[src/rtl/rom_loader_pkg.sv]
// Shared constants and types for the framed-image ROM loader.
package rom_loader_pkg;

    localparam int DEFAULT_ROM_ADDR_WIDTH = 10;

    localparam logic [7:0] ROM_LOADER_SYNC = 8'hA5;

    typedef logic [31:0] word_t;

    typedef enum logic [3:0] {
        SYNC,
        LEN0,
        LEN1,
        DATA,
        WRITE,
        VERIFY,
        CSUM,
        DONE,
        ERROR
    } rom_loader_state_t;

endpackage

[src/rtl/rom_loader.sv]
// Purpose: parse an A5/len/data/xor byte frame and program ROM words from address 0; optional ROM_LOADER_VERIFY_EN adds read-back.
// Latency: each ROM write issues 1 cycle after the 4th byte of its word is accepted; done pulses 1 cycle after the checksum byte.
// Backpressure: in_ready drops for 1 cycle per word (2 with ROM_LOADER_VERIFY_EN) and during DONE; bytes are otherwise always taken.
module rom_loader
    import rom_loader_pkg::*;
#(
    parameter int ADDR_WIDTH = DEFAULT_ROM_ADDR_WIDTH
) (
    input  logic                  clk,
    input  logic                  rst,
    input  logic                  in_valid,
    input  logic [7:0]            in_data,
    output logic                  in_ready,
    output logic                  rom_wr_en,
    output logic                  rom_rd_en,
    output logic [ADDR_WIDTH-1:0] rom_addr,
    output logic [31:0]           rom_wr_data,
    output logic [3:0]            rom_wr_strobe,
    input  logic [31:0]           rom_rd_data,
    output logic                  busy,
    output logic                  done,
    output logic                  error,
    output logic                  hold_cpu
);

    // One extra index bit so a full-depth image can step past the last word without wrapping.
    localparam int          IW    = ADDR_WIDTH + 1;
    localparam logic [16:0] DEPTH = 17'(2 ** ADDR_WIDTH);

    rom_loader_state_t state_q, state_d;
    logic [15:0]       count_q, count_d;
    logic [IW-1:0]     index_q, index_d;
    logic [1:0]        lane_q,  lane_d;
    word_t             word_q,  word_d;
    logic [7:0]        xor_q,   xor_d;

    logic        accept;
    logic [16:0] index_inc;
    logic        last_word;
    logic [15:0] len_full;

    assign accept    = in_valid & in_ready;
    assign index_inc = 17'(index_q) + 17'd1;
    assign last_word = (index_inc == {1'b0, count_q});
    assign len_full  = {in_data, count_q[7:0]};

`ifndef ROM_LOADER_VERIFY_EN
    logic unused_rd_data;
    assign unused_rd_data = ^rom_rd_data;
`endif

    always_ff @(posedge clk) begin
        if (rst) begin
            state_q <= SYNC;
            count_q <= '0;
            index_q <= '0;
            lane_q  <= '0;
            word_q  <= '0;
            xor_q   <= '0;
        end else begin
            state_q <= state_d;
            count_q <= count_d;
            index_q <= index_d;
            lane_q  <= lane_d;
            word_q  <= word_d;
            xor_q   <= xor_d;
        end
    end

    always_comb begin
        state_d = state_q;
        count_d = count_q;
        index_d = index_q;
        lane_d  = lane_q;
        word_d  = word_q;
        xor_d   = xor_q;
        case (state_q)
            // ERROR drains like SYNC; a sync byte restarts a fresh frame from either.
            SYNC, ERROR: begin
                if (accept && in_data == ROM_LOADER_SYNC) begin
                    state_d = LEN0;
                    count_d = '0;
                    index_d = '0;
                    lane_d  = '0;
                    word_d  = '0;
                    xor_d   = '0;
                end
            end
            LEN0: begin
                if (accept) begin
                    count_d[7:0] = in_data;
                    state_d      = LEN1;
                end
            end
            LEN1: begin
                if (accept) begin
                    count_d[15:8] = in_data;
                    if (len_full == 16'd0)
                        state_d = CSUM;
                    else if ({1'b0, len_full} > DEPTH)
                        state_d = ERROR;
                    else
                        state_d = DATA;
                end
            end
            DATA: begin
                if (accept) begin
                    word_d[8*lane_q +: 8] = in_data;
                    xor_d                 = xor_q ^ in_data;
                    lane_d                = lane_q + 2'd1;
                    if (lane_q == 2'd3)
                        state_d = WRITE;
                end
            end
`ifdef ROM_LOADER_VERIFY_EN
            WRITE: state_d = VERIFY;
            VERIFY: begin
                if (rom_rd_data != word_q) begin
                    state_d = ERROR;
                end else begin
                    index_d = index_inc[IW-1:0];
                    state_d = last_word ? CSUM : DATA;
                end
            end
`else
            WRITE: begin
                index_d = index_inc[IW-1:0];
                state_d = last_word ? CSUM : DATA;
            end
`endif
            CSUM: begin
                if (accept)
                    state_d = (in_data == xor_q) ? DONE : ERROR;
            end
            DONE:    state_d = SYNC;
            default: state_d = SYNC;
        endcase
    end

    always_comb begin
        in_ready      = 1'b0;
        rom_wr_en     = 1'b0;
        rom_rd_en     = 1'b0;
        rom_wr_strobe = 4'h0;
        busy          = 1'b0;
        done          = 1'b0;
        error         = 1'b0;
        hold_cpu      = 1'b0;
        case (state_q)
            SYNC: in_ready = 1'b1;
            LEN0, LEN1, DATA, CSUM: begin
                in_ready = 1'b1;
                busy     = 1'b1;
                hold_cpu = 1'b1;
            end
            WRITE: begin
                rom_wr_en     = 1'b1;
                rom_wr_strobe = 4'hF;
                busy          = 1'b1;
                hold_cpu      = 1'b1;
            end
`ifdef ROM_LOADER_VERIFY_EN
            VERIFY: begin
                rom_rd_en = 1'b1;
                busy      = 1'b1;
                hold_cpu  = 1'b1;
            end
`endif
            DONE: done = 1'b1;
            ERROR: begin
                in_ready = 1'b1;
                error    = 1'b1;
                hold_cpu = 1'b1;
            end
            default: ;
        endcase
    end

    assign rom_addr    = index_q[ADDR_WIDTH-1:0];
    assign rom_wr_data = word_q;

endmodule

[config.mk]
export PLATFORM = sky130hd
export DESIGN_NAME = rom_loader
export DESIGN_NICKNAME = d
export VERILOG_FILES = /design/src/rtl/rom_loader_pkg.sv /design/src/rtl/rom_loader.sv
export SDC_FILE = /design/constraint.sdc
export NUM_CORES = 1
export LEC_CHECK = 0
export ABC_AREA = 1
export CORE_ASPECT_RATIO = 0.9
export CORE_MARGIN = 5
export CORE_UTILIZATION = 54
export CTS_CLUSTER_SIZE = 16
export DETAILED_ROUTE_END_ITERATION = 12
export PLACE_DENSITY = 0.86
export SETUP_SLACK_MARGIN = 0.02
export SLEW_MARGIN = 10
export SYNTH_ARGS = -nofsm -noshare
export SYNTH_HDL_FRONTEND = slang
export SYNTH_SLANG_ARGS = --single-unit
[constraint.sdc]
create_clock -name clk -period 3.2 [get_ports clk]
set_input_delay 0.64 -clock clk [delete_from_list [all_inputs] [get_ports clk]]
set_output_delay 0.64 -clock clk [all_outputs]
set_load 0.05 [all_outputs]
# Yosys cells after proc, flatten, opt, wreduce, memory -nomap -nowiden
# Cells that the tools add are included.
[op_classes]
add_sub_neg = 3
n_lt_le_gt_ge = 1
eq_ne = 17
shifts = 2
muxes = 34
n_bitwise = 2
n_reduce_logical = 16
[ops]
columns = ["operator", "n"]
rows = [
  ["32-bit 2-to-1 mux", 2],
  ["32-bit case mux with 2 select lines", 1],
  ["8-bit case mux with 2 select lines", 3],
  ["4-bit 2-to-1 mux", 10],
  ["5-bit negator with 34-bit output", 1],
  ["8-bit by 34-bit variable shift with 32-bit output (first input constant)", 1],
  ["8-bit by 34-bit indexed part select with 32-bit output", 1],
  ["32-bit bitwise mux", 1],
  ["8-bit 2-to-1 mux", 3],
  ["4-bit case mux with 6 select lines", 1],
  ["11-bit case mux with 2 select lines", 1],
  ["12-bit by 16-bit == test with 1-bit output", 1],
  ["16-bit by 11-bit > comparator with 1-bit output (second input constant)", 1],
  ["16-bit logical NOT", 1],
  ["16-bit 2-to-1 mux", 1],
  ["11-bit by 1-bit adder with 12-bit output (second input constant)", 1],
  ["4-bit by 3-bit == test with 1-bit output (second input constant)", 3],
  ["2-bit inequality test (second input constant)", 6],
  ["6-bit OR reduction", 2],
  ["11-bit 2-to-1 mux", 1],
  ["3-bit AND reduction", 3],
  ["4-bit by 2-bit == test with 1-bit output (second input constant)", 2],
  ["8-bit == test", 1],
  ["8-bit == test (second input constant)", 1],
  ["other kinds (17)", 26],
]
[totals]
reg_bits = 73
inputBits = 43
output_inout_bits = 53
word_cells = 82

# Depth between registers and ports, before layout
# Gate-level depths: netlist of the first run.
[logic_depth]
word_depth = 7
depth_mapped = 16
ltp_nobuf = 16

# Worst setup path after synthesis of the first run
# Ideal clock, no wire load.
[synth_path]
path_type = "register -> output"
start = "register state_q[1]"
end = "output rom_wr_strobe[0]"
arrival_time_ps = 1939
required_ps = 2560
setup_slack_ps = 621
stages_incl_launch_ff = 5
path_buffers = 2
cell_sequence = "dfxtp_1 > or2_4 > nor2_1 > clkbuf_1 > buf_4"
[synth_via]
elab_chain_cells = 2
[synth_rtl]
columns = ["element", "line_no", "rtl"]
rows = [
  ["from (decl)", "rom_loader.sv:30", "rom_loader_state_t state_q, state_d;"],
  ["from (signal assigned)", "rom_loader.sv:61", "state_q <= state_d;"],
  ["4-bit by 3-bit == test with 1-bit output", "rom_loader.sv:149", "case (state_q)"],
  ["4-bit 2-to-1 mux", "rom_loader.sv:149", ""],
  ["to (decl)", "rom_loader.sv:18", "output logic [3:0] rom_wr_strobe,"],
]
# No other way between the ends.

# Final worst setup path of the first run
[layout_path]
start = "register state_q[1]"
end = "output in_ready"
[layout_via]
elab_chain_cells = 3
word_cells_on_any_way = 8
classes_between = "5 x eq/ne; 1 x mux; 2 x reduce/logical"
[layout_rtl]
columns = ["element", "line_no", "rtl"]
rows = [
  ["4-bit == test, or another cell as far along", "rom_loader.sv:149", ""],
  ["6-bit OR reduction (no source line) (*)", "n/a", ""],
  ["1-bit 2-to-1 mux (*)", "rom_loader.sv:149", ""],
  ["to (decl)", "rom_loader.sv:13", "output logic in_ready,"],
]
# Every way passes the cells marked *; elsewhere a longest branch is shown, timed or not.

==> results of run 1 <==
[final cells by class]
cell class	instances	area, um^2	area share [%]
Multi-Input combinational cell	388	2040	42.1
Sequential cell	73	1460	30.2
Timing Repair Buffer	72	761	15.7
Inverter	69	268	5.53
Clock buffer	11	141	2.92
Tap cell	93	116	2.40
Clock inverter	5	55.1	1.14
[final timing paths]
kind | start | end | slack [ns] | depth (start not counted)
max | state_q[1] | in_ready | 0.56 | 3
min | rom_wr_data[5] | rom_wr_data[5] | 0.47 | 2
max reg2reg | index_q[0] | state_q[0] | 0.88 | 14
min reg2reg | rom_wr_data[5] | rom_wr_data[5] | 0.47 | 2
[layer usage]
| layer | GRT usage [%] | wire [um] | up-vias |
|---|---|---|---|
| met3 | 3.34 | 760 | 28 |
| met4 | 10.4 | 192 | 0 |
| met2 | 36.6 | 4850 | 161 |
| met5 | 0 | 0 | - |
| li1 | - | - | 1953 |
| met1 | 32.2 | 4900 | 1888 |
[cell usage in the layout, fill, tap and decap left out, types with 2 or more instances in the layout]
master / count
nand2_1: 116
dfxtp_1: 73
nor2_1: 63
inv_1: 61
clkdlybuf4s50_1: 54
a21oi_1: 52
nand3_1: 38
nand4_1: 23
o21ai_0: 16
nor4_1: 10
clkbuf_8: 10
buf_4: 10
a22oi_1: 8
o22ai_1: 7
buf_12: 7
xor2_1: 6
nor3_1: 5
o21ai_1: 5
ha_1: 5
inv_2: 4
nor2_4: 3
nand2_4: 3
clkinv_2: 3
a211oi_2: 3
xnor2_1: 3
o21ai_2: 2
nor3_2: 2
nand3b_1: 2
o211a_1: 2
clkinvlp_4: 2
[cell families (layout without fill, tap and decap cells)]
kind of cell | Yosys count | in the layout | synth area share [%]
xor gates and xnor gates | 10 | 10 | 2.53
other | 1 | 1 | 0.0936
DFF | 73 | 73 | 36.5
AOI/OAI and AO/OA | 100 | 100 | 14.8
adders and majority gates | 5 | 5 | 1.56
buffers and inverters | 109 | 157 | 12.7
and+or+nand+nor | 272 | 272 | 31.8
[sequential cells by signal (all words and copies together), names as in the netlist]
register,cells
rom_wr_data,32
state_q,4
count_q,16
index_q,11
lane_q,2
xor_q,8
[critical path, stage by stage (launching register included)]
cell and delay (ns):
dfxtp_1 0.35, or2_4 0.28, a22oi_4 0.18, clkdlybuf4s50_1 0.83
[metrics by stage]
step / hold slack (ns) / area [um^2]
after floorplan: 0.467 / 4010
after global placement: 0.452 / 4640
after detailed placement: 0.461 / 4640
after global routing: 0.498 / 4840
after CTS: 0.474 / 4840
final: 0.473 / 4840
[cells in the mapped netlist, types with 2 or more instances]
cell / count
nor4_1: 10
nand2_1: 116
a211oi_2: 3
buf_2: 2
a21oi_1: 52
inv_1: 61
buf_4: 15
nand3b_1: 2
o21ai_0: 16
o21ai_2: 2
nand4_1: 23
xnor2_1: 3
buf_6: 4
a22oi_1: 8
nor2_4: 3
ha_1: 5
o22ai_1: 7
clkbuf_1: 18
nand3_1: 38
o211a_1: 2
nor3_2: 2
nor3_1: 5
nor2_1: 63
o21ai_1: 5
nand2_4: 3
xor2_1: 6
inv_2: 4
dfxtp_1: 73
[power by group through the flow]
stage	clock network, mW	registers (mW)	logic, mW
2_1_floorplan	0	0.940	0.117
3_3_place_gp	0	0.938	0.190
3_5_place_dp	0	0.939	0.195
4_1_cts	0.732	0.917	0.196
5_1_grt	0.770	0.918	0.213
6_report	0.733	0.917	0.199
==> impl_metrics.toml, run 1 <==
[pwr]
vdd_ir_drop_max_mv = 0.298
p_switching_mw = 0.489
leakagePower_nw = 1.89
total_power_mw = 1.85
pwr_density_cell_nw_per_um2 = 382
combinationalPowerShare_pct = 10.8
internal_power_mw = 1.36
p_seq_share_pct = 49.6
swShare_pct = 26.4
clkPwrFrac_pct = 39.7

[synth]
synth_cell_types = 47
async_flop_share_pct = 0
syn_inst = 570
synth_top_area_share_pct = 36.5
ys_seq_area_share_pct = 36.5
synthTopCellsByArea = "dfxtp_1 (36%), nand2_1 (11%), a21oi_1 (6.5%)"
synth_seq_cells = 73
ys_warn_count = 0
synth_area_per_cell_um2 = 7.03
ys.flop_type = "dfxtp_1"
synth_edf_count = 0
synth.cell_area_um2 = 4010
synth_nets = 618
yosysTopAreaCell = "dfxtp_1"

[routing]
wl_per_cell_um = 15.1
drtPass1Iterations = 5
vias = 4030
drc = 0
routed_via_density = 5.67
dr.first_iter.drc_count = 423
drt_wl_total_um = 10700
drtAntennaViolNets = 0

[floorplan]
die_area_um2 = 9240
start_util_pct = 56.0
core_area_um2 = 7150
die_h_um = 91.7
pin_count = 96
core.rowCount = 29
die_x_um = 101

[sta]
rsz0062_at_grt = "no"
fin_setup_tns_ns = 0
hold_viol = 0
fmax_mhz = 379
tightest_slew_ns = 0.744
period_share_pct = 82.4
finalSetupViolations = 0
relSlewSlack_pct = 50.0
setup_ws_ns = 0.564
report.final.slew_viol_count = 0
skew_ns = 0.00916
min_period_ns = 2.64

[flow_run]
cap_violations = 0

[placement]
place_ws_ns = 0.468
dp_cells = 695
hpwl_um = 7630
gp_congestion = 0.899
port_buffers = 62

[clocking]
clk_pin_slew_ns = 0.08
cts-htree-levels = 3
cts_tree = "yes"
cts-buffers-inserted = 9
clockRootBuffer = "clkbuf_8"
post_cts_buffers = 0
ctsResizeCount = 0
clk_latency_ns = 0.35
cts_buffer_depth = 2
cts_hold_buf = 0
clock_sinks = 73

[worst_setup_path]
arrival_ns = 2.00
start_kind = "flip-flop"
path_class = "flip-flop to output pin"
required_ns = 2.56
crit_fanout = 5
worst_setup_path_end_kind = "output pin"

[finish]
final_cells = 711
drive_above_1_share_pct = 9.71
fillCellCount = 574
num_antenna_cells = 0
syn_to_final_growth_pct = 20.8
finish.net_count = 661
utilization_pct = 67.7

[run_status]
status = "completed"

[grt]
grt.overflow.total = 0
grt_pass1_vias = 3730
track_usage_pct = 23.5
grt_max_degree = 51
grt_pass1_wl_um = 17800
antenna_found_initial = 0

[hold_path]
hold_class = "flip-flop to flip-flop"
Note: power is estimated with default switching activity, not from simulation.
==> run 2: changes to the inputs <==
--- a/config.mk
+++ b/config.mk
@@ -8,10 +8,10 @@
 export ABC_AREA = 1
 export CORE_ASPECT_RATIO = 0.9
 export CORE_MARGIN = 5
-export CORE_UTILIZATION = 54
+export CORE_UTILIZATION = 50
 export CTS_CLUSTER_SIZE = 16
 export DETAILED_ROUTE_END_ITERATION = 12
-export PLACE_DENSITY = 0.86
+export PLACE_DENSITY = 0.8
 export SETUP_SLACK_MARGIN = 0.02
 export SLEW_MARGIN = 10
 export SYNTH_ARGS = -nofsm -noshare
==> constraint.sdc (replaced) <==
create_clock -name clk -period 2.55 [get_ports clk]
set_input_delay 0.51 -clock clk [delete_from_list [all_inputs] [get_ports clk]]
set_output_delay 0.51 -clock clk [all_outputs]
set_load 0.05 [all_outputs]
==> run 2 against run 1 <==
Effect of this change: utilization decreased by 5.4 points; global-route usage decreased by 2.2 points; routed wire length decreased by 0.50%; sequential share of layout area decreased by 0.55 points; first-iteration DRC count decreased by 27%; via count decreased by 2.1%; worst setup slack got worse by 0.45 ns; highest routed layer unchanged.
==> impl_metrics.toml, run 2 (same netlist as run 1, synthesis figures left out) <==
[worst_setup_path]
arrival_ns = 1.92
required_ns = 2.04
cp_num_buf_inv = 1
crit_chain = "or2_4 -> nor2_1 -> clkdlybuf4s50_1"
start_kind = "flip-flop"
path_class = "flip-flop to output pin"
crit_fanout = 5
worst_setup_path_end_kind = "output pin"
cp_slowest_stage_delay_ns = 0.82
cpLargestDelayFamily = "buffers and inverters"
timing.rr.end = "state_q[2]"
cp_slowest_cell = "clkdlybuf4s50_1"
r2r_cells = 13
worst_r2r_startpoint = "index_q[0]"
reg2reg_slack_ns = 0.33

[routing]
drt_wl_total_um = 10600
dr_wl_met2_um = 4830
dr.first_iter.drc_count = 307
drtPass1Iterations = 5
wl_met3_um = 850
drtAntennaViolNets = 0
vias = 3944
routed_via_density = 5.49
topRoutingLayerUsed = "met4"
drc = 0
wl_per_cell_um = 14.8
m1WireLength_um = 4810

[placement]
hpwl_um = 7600
gp_congestion = 0.899
port_buffers = 62
dp_cells = 703
placed_area_um2 = 4670

[pwr]
total_power_mw = 2.54
pwr_density_cell_nw_per_um2 = 515
vdd_ir_drop_max_mv = 0.334
leakagePower_nw = 1.94

[grt]
antenna_found_initial = 0
grt_max_degree = 51
grt_pass1_vias = 3651
grt.overflow.total = 0
grt_pass1_wl_um = 17300
track_usage_pct = 21.3

[clocking]
cts-htree-levels = 3
clock_sinks = 73
cts_hold_buf = 0
cts_buffer_depth = 2
clockRootBuffer = "clkbuf_8"
cts-buffers-inserted = 9
clk_latency_ns = 0.35
clk_pin_slew_ns = 0.08
ctsResizeCount = 0
cts_tree = "yes"
post_cts_buffers = 0

[sta]
min_period_ns = 2.43
rsz0062_at_grt = "no"
hold_viol = 0
report.final.slew_viol_count = 0
period_share_pct = 95.4
tightest_slew_ns = 0.615
finalSetupViolations = 0
fin_setup_tns_ns = 0
fmax_mhz = 411
skew_ns = 0.00884
relSlewSlack_pct = 59.0

[finish]
ff_latch_area_um2 = 1460
multi_input_area_um2 = 2040
num_antenna_cells = 0
fillCellCount = 700
syn_to_final_growth_pct = 23.1
final_cell_mix = "nand2_1 (116), dfxtp_1 (73), nor2_1 (62)"
final_common_cell = "nand2_1"
largest_reg_flops = 32
fin_area_um2 = 4930
drive_above_1_share_pct = 10.5
finish.net_count = 663
final_cells = 719

[hold_path]
hold_path_startpoint = "rom_wr_data[2]"
hold_class = "flip-flop to flip-flop"
hold_end = "rom_wr_data[2]"
whs_path_depth = 2

[floorplan]
core_area_um2 = 7910
pin_count = 96
die_area_um2 = 9900
die_x_um = 104
core.rowCount = 31
start_util_pct = 50.6
die_h_um = 94.9

[run_status]
status = "completed"

[flow_run]
cap_violations = 0
## run 2: changes by cell type in the layout (fill, tap and decap cells not counted), sizes merged, moves of 2 or more
cell	delta
buf	+2
bufinv	+2
clkdlybuf4s50	-2
clkinv	-2
dlymetal6s2s	+2
## run 2: per-layer routing
metal  vias to the layer above  track usage [%]
li1                       1953                -
met1                      1818             28.6
met2                       156             33.6
met3                        17             6.36
met4                         0             5.50
met5                         -                0
## run 2: layout make-up
class / instances / area share (%)
clock inverters: 6 / 2.31
inverters: 69 / 5.43
flip-flops and latches: 73 / 29.6
repair buffers: 74 / 15.8
clock buffers: 10 / 2.79
well taps: 99 / 2.51
multi-input cells: 388 / 41.5
## run 2: worst max path at each step
stage                           from               end  slack (ns)  depth (start not counted)
final                     state_q[1]             error        0.12                          3
after global routing      state_q[3]          hold_cpu        0.02                          7
after CTS                 state_q[1]          in_ready        0.03                          3
after detailed placement  in_data[6]   rom_wr_data[30]        0.06                         10
after global placement    in_data[6]   rom_wr_data[26]        0.14                         10
after floorplan           state_q[1]  rom_wr_strobe[0]        0.10                          4
## run 2: per-stage QoR
step / setup WS (ns) / hold slack [ns] / utilization [%]
floorplan: 0.101 / 0.467 / -
global placement: 0.138 / 0.457 / 59.0
detailed placement: 0.0619 / 0.459 / 59.0
CTS: 0.0322 / 0.473 / 62.1
global route: 0.0202 / 0.498 / 62.3
finish: 0.117 / 0.472 / 62.3
## run 2: worst register-to-register path, delay by kind of cell, from the launching register on
family / cells / cell delay [ns]
and+or+nand+nor: 11 / 1.28
DFF: 1 / 0.47
adders and majority gates: 1 / 0.29
AOI/OAI and AO/OA: 1 / 0.11
## run 2: where the power goes
part / total [mW] / switching (mW) / internal, mW
clock network: 1.14 / 0.459 / 0.680
registers: 1.15 / 0.00580 / 1.15
logic: 0.248 / 0.161 / 0.0876
